--- config.mk ---
export PLATFORM = sky130hd
export DESIGN_NAME = booth_divider_32_flat
export DESIGN_NICKNAME = d
export VERILOG_FILES = /design/src/rtl/booth_divider_32_pkg.sv /design/src/rtl/booth_divider_32_if.sv /design/src/rtl/booth_divider_32_step.sv /design/src/rtl/booth_divider_32.sv /design/src/flat_wrapper.sv
export SDC_FILE = /design/constraint.sdc
export NUM_CORES = 1
export LEC_CHECK = 0
export CORE_MARGIN = 5
export CORE_UTILIZATION = 50
export CTS_CLUSTER_SIZE = 24
export DETAILED_ROUTE_END_ITERATION = 6
export PLACE_DENSITY_LB_ADDON = 0.12
export SLEW_MARGIN = 25
export SYNTH_ARGS = -nofsm -noshare
export SYNTH_HDL_FRONTEND = slang
export SYNTH_SLANG_ARGS = --single-unit
--- constraint.sdc ---
create_clock -name clk -period 4.45 [get_ports clk]
set_clock_uncertainty 0.15 [all_clocks]
set_input_delay 0.445 -clock clk [delete_from_list [all_inputs] [get_ports clk]]
set_output_delay 0.445 -clock clk [all_outputs]
set_load 0.005 [all_outputs]
--- src/rtl/booth_divider_32_pkg.sv ---
// ============================================================================
// Module : arith_pkg
// Brief  : Shared arithmetic-unit types and constants (divider FSM, widths).
// Rev    : 1.0  initial release
// ============================================================================
`default_nettype none

package arith_pkg;

    localparam int WIDTH   = 32;
    localparam int LATENCY = WIDTH + 3;

    typedef enum logic [2:0] {
        IDLE = 3'd0,
        PREP = 3'd1,
        ITER = 3'd2,
        FIX  = 3'd3,
        DONE = 3'd4
    } div_state_e;

endpackage

`default_nettype wire

--- src/rtl/booth_divider_32_if.sv ---
// ============================================================================
// Module : booth_divider_32_if
// Brief  : Start/ready/valid operand and result bundle for the divider.
// Rev    : 1.0  initial release
// ============================================================================
`default_nettype none

interface booth_divider_32_if #(
    parameter int WIDTH = arith_pkg::WIDTH
);
    logic                    start;
    logic signed [WIDTH-1:0] A;
    logic signed [WIDTH-1:0] B;
    logic                    ready;
    logic                    valid;
    logic signed [WIDTH-1:0] Q;
    logic signed [WIDTH-1:0] R;
    logic                    div_by_zero;

    modport master (
        output start, A, B,
        input  ready, valid, Q, R, div_by_zero
    );

    modport slave (
        input  start, A, B,
        output ready, valid, Q, R, div_by_zero
    );
endinterface

`default_nettype wire

--- src/rtl/booth_divider_32_step.sv ---
// ============================================================================
// Module : div_restore_step
// Brief  : One combinational radix-2 restoring shift-compare-subtract step.
// Rev    : 1.0  initial release
// ============================================================================
`default_nettype none

module div_restore_step #(
    parameter int WIDTH = 32
) (
    input  wire logic [WIDTH:0]   rem_in,
    input  wire logic             dvd_bit,
    input  wire logic [WIDTH-1:0] divisor,
    output logic      [WIDTH:0]   rem_out,
    output logic                  q_bit
);
    logic [WIDTH:0] shifted;
    logic           ge;

    // A set bit shifted out of the top always means the value exceeds the divisor.
    always_comb begin
        shifted = {rem_in[WIDTH-1:0], dvd_bit};
        ge      = rem_in[WIDTH] | (shifted >= {1'b0, divisor});
        q_bit   = ge;
        rem_out = ge ? (shifted - {1'b0, divisor}) : shifted;
    end
endmodule

`default_nettype wire

--- src/rtl/booth_divider_32.sv ---
// ============================================================================
// Module : booth_divider_32
// Brief  : Sequential signed divider, one restoring step per cycle, C semantics.
// Rev    : 1.0  initial release
// ============================================================================
`default_nettype none

module booth_divider_32 #(
    parameter int WIDTH = arith_pkg::WIDTH
) (
    input  wire logic          clk,
    input  wire logic          rst_n,
    booth_divider_32_if.slave  bus
);
    import arith_pkg::*;

    localparam int CW = $clog2(WIDTH);

    div_state_e       state_q, state_d;
    logic [WIDTH-1:0] a_q, a_d, b_q, b_d;
    logic [WIDTH-1:0] dvd_q, dvd_d, dsr_q, dsr_d, quo_q, quo_d;
    logic [WIDTH:0]   rem_q, rem_d;
    logic [CW-1:0]    cnt_q, cnt_d;
    logic             quo_neg_q, quo_neg_d, rem_neg_q, rem_neg_d;
    logic [WIDTH-1:0] q_out_q, q_out_d, r_out_q, r_out_d;
    logic             dbz_q, dbz_d, valid_q, valid_d, ready_q, ready_d;

    logic [WIDTH:0]   step_rem;
    logic             step_bit;

    div_restore_step #(.WIDTH(WIDTH)) u_step (
        .rem_in  (rem_q),
        .dvd_bit (dvd_q[WIDTH-1]),
        .divisor (dsr_q),
        .rem_out (step_rem),
        .q_bit   (step_bit)
    );

    always_comb begin
        state_d   = state_q;
        a_d       = a_q;
        b_d       = b_q;
        dvd_d     = dvd_q;
        dsr_d     = dsr_q;
        quo_d     = quo_q;
        rem_d     = rem_q;
        cnt_d     = cnt_q;
        quo_neg_d = quo_neg_q;
        rem_neg_d = rem_neg_q;
        q_out_d   = q_out_q;
        r_out_d   = r_out_q;
        dbz_d     = dbz_q;
        unique case (state_q)
            IDLE: begin
                if (bus.start) begin
                    a_d     = bus.A;
                    b_d     = bus.B;
                    state_d = PREP;
                end
            end
            PREP: begin
                quo_neg_d = a_q[WIDTH-1] ^ b_q[WIDTH-1];
                rem_neg_d = a_q[WIDTH-1];
                // Unsigned magnitude of the most negative value is its own bit pattern.
                dvd_d     = a_q[WIDTH-1] ? -a_q : a_q;
                dsr_d     = b_q[WIDTH-1] ? -b_q : b_q;
                rem_d     = '0;
                quo_d     = '0;
                cnt_d     = CW'(WIDTH - 1);
                state_d   = ITER;
            end
            ITER: begin
                rem_d = step_rem;
                dvd_d = {dvd_q[WIDTH-2:0], 1'b0};
                quo_d = {quo_q[WIDTH-2:0], step_bit};
                cnt_d = cnt_q - 1'b1;
                if (cnt_q == '0) begin
                    state_d = FIX;
                end
            end
            FIX: begin
                if (b_q == '0) begin
                    q_out_d = '1;
                    r_out_d = a_q;
                    dbz_d   = 1'b1;
                end else begin
                    q_out_d = quo_neg_q ? -quo_q : quo_q;
                    r_out_d = rem_neg_q ? -rem_q[WIDTH-1:0] : rem_q[WIDTH-1:0];
                    dbz_d   = 1'b0;
                end
                state_d = DONE;
            end
            DONE:    state_d = IDLE;
            default: state_d = IDLE;
        endcase
        ready_d = (state_d == IDLE);
        valid_d = (state_d == DONE);
    end

    always_ff @(posedge clk or negedge rst_n) begin
        if (!rst_n) begin
            state_q   <= IDLE;
            a_q       <= '0;
            b_q       <= '0;
            dvd_q     <= '0;
            dsr_q     <= '0;
            quo_q     <= '0;
            rem_q     <= '0;
            cnt_q     <= '0;
            quo_neg_q <= 1'b0;
            rem_neg_q <= 1'b0;
            q_out_q   <= '0;
            r_out_q   <= '0;
            dbz_q     <= 1'b0;
            valid_q   <= 1'b0;
            ready_q   <= 1'b1;
        end else begin
            state_q   <= state_d;
            a_q       <= a_d;
            b_q       <= b_d;
            dvd_q     <= dvd_d;
            dsr_q     <= dsr_d;
            quo_q     <= quo_d;
            rem_q     <= rem_d;
            cnt_q     <= cnt_d;
            quo_neg_q <= quo_neg_d;
            rem_neg_q <= rem_neg_d;
            q_out_q   <= q_out_d;
            r_out_q   <= r_out_d;
            dbz_q     <= dbz_d;
            valid_q   <= valid_d;
            ready_q   <= ready_d;
        end
    end

    assign bus.ready       = ready_q;
    assign bus.valid       = valid_q;
    assign bus.Q           = q_out_q;
    assign bus.R           = r_out_q;
    assign bus.div_by_zero = dbz_q;
endmodule

`default_nettype wire

--- src/flat_wrapper.sv ---
// flat-port wrapper written by rule: the top's interface ports become plain ports
module booth_divider_32_flat import arith_pkg::*;
#(
    parameter int WIDTH = arith_pkg::WIDTH
)
  (clk, rst_n, bus_start, bus_A, bus_B, bus_ready, bus_valid, bus_Q, bus_R, bus_div_by_zero);
  booth_divider_32_if #(.WIDTH(WIDTH)) bus_i ();
  input  wire logic clk;
  input  wire logic rst_n;
  input wire logic [$bits(bus_i.start)-1:0] bus_start;
  input wire logic [$bits(bus_i.A)-1:0] bus_A;
  input wire logic [$bits(bus_i.B)-1:0] bus_B;
  output wire logic [$bits(bus_i.ready)-1:0] bus_ready;
  output wire logic [$bits(bus_i.valid)-1:0] bus_valid;
  output wire logic [$bits(bus_i.Q)-1:0] bus_Q;
  output wire logic [$bits(bus_i.R)-1:0] bus_R;
  output wire logic [$bits(bus_i.div_by_zero)-1:0] bus_div_by_zero;
  assign bus_i.start = bus_start;
  assign bus_i.A = bus_A;
  assign bus_i.B = bus_B;
  assign bus_ready = bus_i.ready;
  assign bus_valid = bus_i.valid;
  assign bus_Q = bus_i.Q;
  assign bus_R = bus_i.R;
  assign bus_div_by_zero = bus_i.div_by_zero;
  booth_divider_32 #(.WIDTH(WIDTH)) u_core (.clk(clk), .rst_n(rst_n), .bus(bus_i));
endmodule
==> results of run 1 <==
-- power by group through the flow --
| stage | clock (W) | combinational (W) | sequential, W |
|---|---|---|---|
| floorplan | 0 | 0.00570 | 0.00442 |
| global placement | 0 | 0.00760 | 0.00483 |
| detailed placement | 0 | 0.00774 | 0.00487 |
| CTS | 0.00261 | 0.00779 | 0.00484 |
| global route | 0.00271 | 0.00873 | 0.00503 |
| finish | 0.00256 | 0.00778 | 0.00486 |
-- sequential cells by signal, summed over array words and instances (netlist names), 3 cells and up --
| register | cells |
|---|---|
| u_core.a_q | 32 |
| u_core.b_q | 32 |
| u_core.bus.Q | 32 |
| u_core.bus.R | 32 |
| u_core.cnt_q | 5 |
| u_core.dsr_q | 32 |
| u_core.dvd_q | 32 |
| u_core.quo_q | 32 |
| u_core.rem_q | 33 |
| u_core.state_q | 3 |
-- routing by layer --
layer | wire (um) | global-route usage (%) | vias to the layer above
li1 | - | - | 5633
met1 | 17480 | 32.67 | 5552
met2 | 16170 | 33.93 | 307
met3 | 1678 | 2.735 | 58
met4 | 801 | 4.893 | 0
met5 | 0 | 0 | -
-- layout by cell type, fill, tap and decap left out, types with 18 or more instances in the layout --
| master | count |
|---|---|
| o21ai_0 | 127 |
| a22o_1 | 29 |
| clkbuf_16 | 31 |
| nor2_1 | 93 |
| mux2i_1 | 23 |
| nand2_1 | 168 |
| clkdlybuf4s50_1 | 132 |
| or3_1 | 18 |
| o31ai_1 | 38 |
| xor2_1 | 120 |
| dfrtp_1 | 268 |
| a21oi_1 | 79 |
| ha_1 | 37 |
| a31oi_1 | 25 |
| xnor2_1 | 30 |
| buf_4 | 20 |
| mux2_2 | 60 |
| inv_1 | 49 |
| a22oi_1 | 33 |
| o21ai_1 | 56 |
-- worst reg2reg max path, delay by kind of cell (launching register included) --
kind            cells  cell delay (ps)
compound gates      2              370
xor+xnor            1              200
fa+ha+maj           1              240
buf+inv             1              240
flops               1              440
simple gates        5             1880
-- final cells by class --
type | count | share of cell area, %
Multi-Input combinational cell | 1117 | 42.61
Sequential cell | 270 | 38.88
Timing Repair Buffer | 155 | 8.723
Clock buffer | 43 | 5.182
Tap cell | 384 | 2.764
Inverter | 50 | 1.080
Clock inverter | 11 | 0.7701
-- cells by family (layout without fill, tap and decap cells) --
logic type	count (synthesis)	after routing	share of synthesized area, %
buffers and inverters	143	259	3.676
AOI/OAI and AO/OA	460	460	19.52
xor gates and xnor gates	150	150	8.956
muxes	83	83	6.175
adders and majority gates	38	38	3.292
and+or+nand+nor	386	386	12.32
DFF	270	270	46.07
-- stage by stage --
stage / util (%) / hold slack [ps] / area [um2] / total power, W / setup slack [ps]
final: 60.25 / 303.1 / 17390 / 0.01520 / 800.7
after global routing: 60.25 / 306.3 / 17390 / 0.01647 / 569.9
after CTS: 60.23 / 282.6 / 17380 / 0.01524 / 854.6
after detailed placement: 56.61 / 316.1 / 16340 / 0.01261 / 926.9
after global placement: 56.61 / 308.3 / 16340 / 0.01243 / 921.0
after floorplan: - / -0.5911 / 14670 / 0.01012 / 1344
-- repair_timing --
item | 4_1_cts | 5_1_grt
endpoints found under the hold margin | 100 | 0
hold buffers | 1 | 0
gates resized for setup | 0 | 0
endpoints found under the setup margin | 0 | 0
-- worst max path at each step --
stage                                         endpoint  slack (ps)
final                     u_core.bus.Q[28]$_DFFE_PN0P_         800
after global routing      u_core.rem_q[31]$_DFFE_PN0P_         570
after CTS                 u_core.bus.Q[28]$_DFFE_PN0P_         850
after detailed placement  u_core.bus.Q[28]$_DFFE_PN0P_         930
after global placement    u_core.bus.Q[28]$_DFFE_PN0P_         920
after floorplan           u_core.rem_q[29]$_DFFE_PN0P_        1340
==> metrics.cfg, run 1 <==
[pwr]
combPwrFrac_pct = 51.2
power_density_mw_per_mm2 = 874.0
p_seq_share_pct = 32.0
pwr-share-clk_pct = 16.8
power_switching_w = 0.006498
leakage_nw = 7.589
power.internal_w = 0.008698
ir_worst_vdd_uv = 397.2
swShare_pct = 42.76

[die]
rows = 62
die_w_um = 181.3
initial_core_util_pct = 50.83
num_io_pins = 134
coreArea_mm2 = 0.02886
die_area_mm2 = 0.03286
die-height_um = 181.3

[worst_setup_path]
worstSetupStartpoint = u_core.quo_q[0]$_DFFE_PN0P_
cp-start-kind = flop
critical_path.most_common_cell = or4_1
max_stage_delay_ps = 530
crit_path_end_kind = flop
cp_slowest_cell = or4_1
worst-path-stages = 10
rrSetupSlack_ps = 800
reg2reg_from = u_core.quo_q[0]$_DFFE_PN0P_
path_buf_inv = 1
cp.required_ps = 4720
cp_cell_sequence = inv_1 -> ha_1 -> nand3b_1 -> or2_1 -> or3_4 -> or4_1 -> or4_1 -> o31ai_1 -> xor2_1 -> a21oi_1
cp_max_fo = 5
rr_worst_depth = 10
crit_family = simple AND/OR/NAND/NOR gates
r2r_end = u_core.bus.Q[28]$_DFFE_PN0P_
cp.arrival_ps = 3920
path_class = reg2reg

[route]
postRouteAntennaNets = 0
viasPerCell = 5.690
dr.pass1.iters = 6
drc_errors = 0
routed_wl_um = 36130
drtIter0Drc = 883
wl_per_cell_um = 17.80
vias = 11550

[placement]
place_inst = 1975
gp_congestion = 0.9366
hpwlAfterDp_um = 25750
port_buffers = 133

[clock_network]
cts.sinks = 270
clk_latency_ps = 560
cts_buffers = 31
clkTransAtPathRegs_ps = 60
cts_root_buf = clkbuf_16
post_cts_buffers = 0
htreeDepth = 1
cts_tree = built
cts_max_path_buffers = 3

[logic_synthesis]
ys_seq_area_share_pct = 46.07
postSynthAreaPerCell_um2 = 9.588
ys_types = 66
synth_area_leaders = dfrtp_1, xor2_1, mux2_2, o21ai_0, nand2_1
synth_common_cells = dfrtp_1, nand2_1, o21ai_0, xor2_1, nor2_1
yosys_warnings = 0
synth-edff-count = 0
yosys.area.top_type_share_pct = 45.89
ys_ff_latch = 270
synthesis.area_mm2 = 0.01467
syn_inst = 1530
synth.most_common_cell = dfrtp_1
synth.largest_area_cell = dfrtp_1
syn_nets = 1635
synthArstFlopShare_pct = 100.0
synth-main-ff-cell = dfrtp_1

[grt]
grt_usage_pct = 21.76
first_global_vias = 11210
grt_pass1_wl_um = 60250
gr-total-overflow = 0
antenna_found_initial = 0
grt_max_degree = 106

[sta]
slew_headroom_pct = 36.87
rsz0062_at_grt = no
period_needed_ps = 3649
hold_violations = 0
maxSlewViolCount = 0
timing.fmax_ghz = 0.2740
tightest_slew_ps = 945.6
period_share_pct = 82.01
setup_viol = 0
tns_ps = 0

[flow_run]
drv_cap = 0

[finish]
multi_input_area_mm2 = 0.007407
regArea_mm2 = 0.006759
drive_above_1_share_pct = 9.417
area_growth_pct = 18.52
nets = 1730
n_antenna_cell = 0
instances_no_fill = 2030
num-fill-cells = 2576

[hold_path]
whs_endpoint = u_core.b_q[1]$_DFFE_PN0P_
hp-class = in2reg
min_from = bus_B[1]
hold-path-cell-count = 3

[run_status]
outcome = finished, final reports clean

Power figures use the tool's default switching activity.
==> run 2, diff against run 1 <==
==> constraint.sdc (replaced) <==
create_clock -name clk -period 3.1 [get_ports clk]
set_clock_uncertainty 0.15 [all_clocks]
set_input_delay 0.31 -clock clk [delete_from_list [all_inputs] [get_ports clk]]
set_output_delay 0.31 -clock clk [all_outputs]
set_load 0.005 [all_outputs]
==> run 2 against run 1 <==
  * The run now ends with setup timing left
  * Core utilization increased by 3.7 points
  * Final cell count increased by 5.2%
  * Final area increased by 6.2%
  * Critical path type unchanged
  * Critical endpoint is now u_core.bus.Q[29]$_DFFE_PN0P_
  * Highest routed layer unchanged
==> metrics.cfg, run 2 (synthesized netlist as in run 1, its figures left out) <==
[finish]
regMostFlops = u_core.rem_q
instances_no_fill = 2136  ; +5.2%
final_common_cell = dfrtp_1
n_antenna_cell = 0  ; unchanged
final_util_pct = 63.97  ; +3.7 points
final_cell_mix = dfrtp_1, nand2_1, clkdlybuf4s50_1
drive_above_1_share_pct = 17.24  ; +7.8 points
nets = 1838  ; +6.2%
area_growth_pct = 25.84
largest_reg_flops = 33  ; unchanged

[die]
rows = 62  ; unchanged
die-height_um = 181.3  ; unchanged
initial_core_util_pct = 50.83  ; unchanged
coreArea_mm2 = 0.02886  ; unchanged
die_w_um = 181.3  ; unchanged
die_area_mm2 = 0.03286  ; unchanged
num_io_pins = 134  ; unchanged

[worst_setup_path]
crit_path_end_kind = flop
rr_worst_depth = 8  ; -2
reg2reg_from = u_core.quo_q[8]$_DFFE_PN0P_
crit_path_end = u_core.bus.Q[29]$_DFFE_PN0P_
r2r_end = u_core.bus.Q[29]$_DFFE_PN0P_
cp.required_ps = 3370  ; -1350 ps
cp.arrival_ps = 3460  ; -460 ps
path_class = reg2reg
cp-start-kind = flop
worstSetupStartpoint = u_core.quo_q[8]$_DFFE_PN0P_
rrSetupSlack_ps = -80  ; -880 ps
cp_max_fo = 3  ; -2

[pwr]
pwr-share-clk_pct = 14.5  ; -2.3 points
combPwrFrac_pct = 56.3  ; +5.1 points
power_switching_w = 0.009742  ; +50%
leakage_nw = 8.130  ; +7.1%
swShare_pct = 42.19  ; -0.57 points
p_seq_share_pct = 29.2  ; -2.8 points
ir_worst_vdd_uv = 668.6  ; +68%
power.internal_w = 0.01335  ; +53%
power_density_mw_per_mm2 = 1251  ; +43%

[grt]
grt_max_degree = 103  ; -2.8%
grt_use_met2_pct = 34.41  ; +0.48 points
grtUsageMet1_pct = 32.35  ; -0.32 points
grt_pass1_wl_um = 60610  ; +0.60%
grt_use_met3_pct = 2.936  ; +0.20 points
grt_usage_pct = 21.90  ; +0.14 points
top_usage_layer = met2
gr-total-overflow = 0  ; unchanged
first_global_vias = 11580  ; +3.3%
antenna_found_initial = 0  ; unchanged

[sta]
rsz0062_at_grt = yes
slew_headroom_pct = 43.45  ; +6.6 points
period_share_pct = 102.7  ; +21 points
hold_violations = 0  ; unchanged
timing.fmax_ghz = 0.3141  ; +15%
tightest_slew_ps = 848.3  ; -97.32 ps
setup_viol = 6  ; +6
layout_setup_ws_ps = -83.92  ; -884.7 ps
period_needed_ps = 3184  ; -465.3 ps
tns_ps = -295.1  ; -295.1 ps
maxSlewViolCount = 0  ; unchanged

[clock_network]
clkTransAtPathRegs_ps = 60  ; about the same
cts_buffers = 29  ; -6.5%
cts_root_buf = clkbuf_16
cts_tree = built
cts_max_path_buffers = 3  ; unchanged
clk_latency_ps = 540  ; -20 ps
htreeDepth = 1  ; unchanged
cts.sinks = 270  ; unchanged

[route]
drc_errors = 0  ; unchanged
wl_per_cell_um = 17.39  ; -2.3%
drtIter0Drc = 917  ; +3.9%
viasPerCell = 5.646  ; -0.77%
dr.pass1.iters = 7  ; +1
routed_wl_um = 37140  ; +2.8%
vias = 12060  ; +4.4%
postRouteAntennaNets = 0  ; unchanged

[run_status]
outcome = complete, but fails checks
failed_checks = setup timing

[hold_path]
hp-class = in2async

[placement]
hpwlAfterDp_um = 26980  ; +4.8%
place_inst = 2081  ; +5.4%
port_buffers = 133  ; unchanged
gp_congestion = 0.9304  ; -0.66%

[flow_run]
drv_cap = 0  ; unchanged

==> run 2: changes by cell type in the layout (fill, tap and decap cells not counted), moves of 6 or more <==
| cell | delta |
|---|---|
| buf_4 | +99 |
| buf_12 | +7 |
| a21oi_1 | -6 |
| a21oi_2 | +6 |
| or4_1 | -6 |
| or4_4 | +6 |
==> run 2: power by group through the flow <==
stage	clock network, W	logic [W]	registers (W)
after global placement	0	0.0123	0.00669
after detailed placement	0	0.0125	0.00675
after CTS	0.00340	0.0126	0.00670
final	0.00334	0.0130	0.00675
after global routing	0.00355	0.0144	0.00697
after floorplan	0	0.00819	0.00634
==> run 2: cell type report <==
type / count / area [um2]
clock buffers: 45 / 865.8
repair buffers: 265 / 2459
fillers: 2474 / 10400
clock inverters: 5 / 52.55
multi-input cells: 1117 / 7656
inverters: 50 / 187.7
well taps: 384 / 480.5
flip-flops and latches: 270 / 6759
==> run 2: worst max-delay path, cell delays in order, from the launching register on <==
cell,delay [ps]
dfrtp_1,380
or3_4,380
or3_4,370
or3_4,350
or4_4,440
or4_4,480
o41ai_4,250
xor2_1,170
a21oi_1,80
==> run 2: timing repair <==
item,in CTS,in global routing
setup buffers,2,1
pin swaps,2,28
setup endpoints to repair,18,66
hold buffers,1,0
cloned,0,1
endpoints found under the hold margin,269,0
gates resized for setup,11,48
==> run 2: through the flow <==
step           setup slack [ps]  hold WS [ps]  power [W]  instance area (um2)
2_1_floorplan             8.739        -135.6    0.01453                14670
3_3_place_gp             -90.47         46.24    0.01897                17220
3_5_place_dp             -130.3         45.84    0.01924                17220
4_1_cts                  -64.00         71.21    0.02274                18200
5_1_grt                  -231.3         81.04    0.02489                18460
6_report                 -83.92         71.07    0.02309                18460
==> run 2: routing by layer <==
metal  routed length [um]  share of wire, %  vias up
met1                17800                48     5836
met5                    0                 0        -
met4                  947               2.5        0
met3                 1841               5.0       59
met2                16550                45      311
li1                     -                 -     5853
==> run 2: how the worst min path moves through the flow <==
stage | slack (ps) | cells after the start | startpoint | to
finish | 70 | 2 | rst_n | u_core.bus.Q[14]$_DFFE_PN0P_
detailed placement | 50 | 1 | rst_n | u_core.bus.Q[12]$_DFFE_PN0P_
global route | 80 | 2 | rst_n | u_core.bus.Q[14]$_DFFE_PN0P_
floorplan | -140 | 0 | rst_n | u_core.a_q[0]$_DFFE_PN0P_
global placement | 50 | 1 | rst_n | u_core.bus.Q[12]$_DFFE_PN0P_
CTS | 70 | 2 | rst_n | u_core.bus.Q[14]$_DFFE_PN0P_
==> run 3, diff against run 2 <==
--- a/config.mk
+++ b/config.mk
@@ -9,8 +9,9 @@
 export CORE_UTILIZATION = 50
 export CTS_CLUSTER_SIZE = 24
 export DETAILED_ROUTE_END_ITERATION = 6
+export GPL_TIMING_DRIVEN = 0
 export PLACE_DENSITY_LB_ADDON = 0.12
-export SLEW_MARGIN = 25
+export SLEW_MARGIN = 15
 export SYNTH_ARGS = -nofsm -noshare
 export SYNTH_HDL_FRONTEND = slang
 export SYNTH_SLANG_ARGS = --single-unit
==> run 3 against run 2 <==
  * The flow still finishes with violations (setup timing)
  * Sequential cell count unchanged
  * Fmax is 2.5% lower
  * Hold slack better by 40 ps
  * Total power increased by 2.6%
  * Critical path type unchanged
  * Count of clock-buffer cells in the layout increased by 2
  * Via count increased by 2.2%
  * Critical path depth is the same
  * Setup slack got worse by 83 ps
  * Die area unchanged
  * Critical endpoint unchanged
  * Sequential share of layout area grew 0.12 points
  * Combinational power barely moved
  * First-iteration DRC count decreased by 0.44%
==> metrics.cfg, run 3 (synthesized netlist as in run 1, its figures left out) <==
[run_status]
outcome = complete, but fails checks
failed_checks = setup timing

[route]
viasPerCell = 5.767  ; +2.1%
vias = 12330  ; +2.2%
wl_per_cell_um = 19.97  ; +15%
postRouteAntennaNets = 0  ; unchanged
drc_errors = 0  ; unchanged
drtIter0Drc = 913  ; -0.44%
routed_wl_um = 42700  ; +15%
dr.pass1.iters = 5  ; -2

[hold_path]
hp-class = in2async

[clock_network]
cts_buffers = 30  ; +3.4%
htreeDepth = 1  ; unchanged
cts_tree = built
cts_root_buf = clkbuf_16
cts.sinks = 270  ; unchanged
clk_latency_ps = 560  ; +20 ps
clkTransAtPathRegs_ps = 60  ; about the same
cts_max_path_buffers = 3  ; unchanged

[finish]
final_common_cell = dfrtp_1
largest_reg_flops = 33  ; unchanged
area_growth_pct = 25.67
final_cell_mix = dfrtp_1, nand2_1, clkdlybuf4s50_1
nets = 1836  ; -0.11%
n_antenna_cell = 0  ; unchanged
num-fill-cells = 2490  ; +0.65%
regMostFlops = u_core.rem_q
instances_no_fill = 2138  ; +0.094%
drive_above_1_share_pct = 15.05  ; -2.2 points

[sta]
rsz0062_at_grt = yes
layout_setup_ws_ps = -166.6  ; -82.64 ps
tightest_slew_ps = 888.7  ; +40.41 ps
period_needed_ps = 3267  ; +82.64 ps
timing.fmax_ghz = 0.3061  ; -2.5%
hold_violations = 0  ; unchanged
period_share_pct = 105.4  ; +2.7 points
finalHoldWorstSlack_ps = 111.4  ; +40.36 ps
slew_headroom_pct = 40.50  ; -3.0 points
maxSlewViolCount = 0  ; unchanged
setup_viol = 4  ; -2

[flow_run]
drv_cap = 0  ; unchanged

[grt]
antenna_found_initial = 0  ; unchanged
first_global_vias = 12260  ; +5.9%
gr-total-overflow = 0  ; unchanged
grt_max_degree = 76  ; -26%
grt_usage_pct = 25.55  ; +3.6 points
grt_pass1_wl_um = 68380  ; +13%

[worst_setup_path]
cp_slowest_cell = or4_4
max_stage_delay_ps = 490  ; about the same
cp-start-kind = flop
rrSetupSlack_ps = -170  ; -80 ps
r2r_end = u_core.bus.Q[29]$_DFFE_PN0P_
cp_max_fo = 5  ; +2
cp.required_ps = 3390  ; +20 ps
cp_cell_sequence = or3_1 -> or3_4 -> or3_4 -> or4_4 -> or4_4 -> o41ai_4 -> xor2_1 -> a21oi_1
crit_family = simple AND/OR/NAND/NOR gates
worst-path-stages = 8  ; unchanged
reg2reg_from = u_core.quo_q[8]$_DFFE_PN0P_
cp.arrival_ps = 3560  ; +100 ps
rr_worst_depth = 8  ; unchanged
path_buf_inv = 0  ; unchanged
crit_path_end = u_core.bus.Q[29]$_DFFE_PN0P_
crit_path_end_kind = flop
worstSetupStartpoint = u_core.quo_q[8]$_DFFE_PN0P_
path_class = reg2reg

[placement]
pre_cts_slack_ps = -817.5  ; -687.2 ps
port_buffers = 133  ; unchanged
place_inst = 2051  ; -1.4%
gp_congestion = 0.9476  ; +1.8%
hpwlAfterDp_um = 31760  ; +18%

[die]
die_area_mm2 = 0.03286  ; unchanged
die-height_um = 181.3  ; unchanged
coreArea_mm2 = 0.02886  ; unchanged
initial_core_util_pct = 50.83  ; unchanged
die_w_um = 181.3  ; unchanged
num_io_pins = 134  ; unchanged
rows = 62  ; unchanged

[pwr]
ir_worst_vdd_uv = 575.2  ; -14%
leakage_nw = 7.904  ; -2.8%
power_density_mw_per_mm2 = 1285  ; +2.7%

[run 3: changes by cell type in the layout (fill, tap and decap cells not counted), sizes merged]
cell and delta:
clkinvlp -1, clkinv +4, buf -80, clkbuf +79
[run 3: final cells by class]
type / instances / area (um2) / share of cell area (%)
buffer: 86 / 376.6 / 2.043
clock buffer: 47 / 935.9 / 5.077
clock inverter: 8 / 68.82 / 0.3733
inverter: 50 / 187.7 / 1.018
multi-input combinational: 1117 / 7883 / 42.76
sequential: 270 / 6771 / 36.73
tap: 384 / 480.5 / 2.606
timing repair buffer: 176 / 1730 / 9.387
[run 3: how the worst min path moves through the flow]
stage                                           start                            to  slack [ps]  depth (start not counted)
after floorplan                                 rst_n     u_core.a_q[0]$_DFFE_PN0P_        -140                          0
after global placement    u_core.cnt_q[3]$_DFFE_PN0P_   u_core.cnt_q[3]$_DFFE_PN0P_         300                          1
after detailed placement                        rst_n  u_core.bus.Q[14]$_DFFE_PN0P_         110                          1
after CTS                                       rst_n  u_core.bus.Q[14]$_DFFE_PN0P_         130                          2
after global routing                            rst_n  u_core.bus.Q[14]$_DFFE_PN0P_         160                          2
final                                           rst_n  u_core.bus.Q[14]$_DFFE_PN0P_         110                          2
[run 3: timing repair]
item / in CTS / in global routing
buffers inserted: 29 / 9
gates resized for setup: 74 / 73
endpoints found under the hold margin: 130 / 0
gates cloned: 0 / 0
setup endpoints to repair: 105 / 103
hold buffers: 1 / 0
pin swaps: 20 / 19
[run 3: worst reg2reg max path, delay by kind of cell, from the launching register on]
family | cells | cell delay, ps
xor+xnor | 1 | 200
simple gates | 5 | 2090
compound gates | 2 | 320
flops | 1 | 390
[run 3: metrics by stage]
stage | util (%) | total power [W] | setup TNS, ps | area, um2
finish | 63.88 | 0.02368 | -363.4 | 18430
global placement | 57.12 | 0.01837 | -2807050 | 16480
CTS | 62.78 | 0.02306 | -364.6 | 18120
floorplan | - | 0.01453 | 0 | 14670
detailed placement | 57.48 | 0.01859 | -52470 | 16590
global route | 63.88 | 0.02545 | -1331 | 18430
[run 3: report_power, final]
part / total (W) / switching, W / internal, W
Combinational: 0.0132 / 0.00723 / 0.00596
Sequential: 0.00691 / 0.00176 / 0.00515
Clock: 0.00358 / 0.00144 / 0.00214
Total: 0.0237 / 0.0104 / 0.0133
[run 3: metal layers]
metal / wire length [um] / part of all wire (%) / vias to the layer above / track usage, %
li1: - / - / 5848 / -
met1: 18730 / 44 / 6011 / 35.39
met3: 2288 / 5.4 / 86 / 3.579
met2: 19930 / 47 / 384 / 41.23
met5: 0 / 0 / - / 0
met4: 1756 / 4.1 / 0 / 9.307
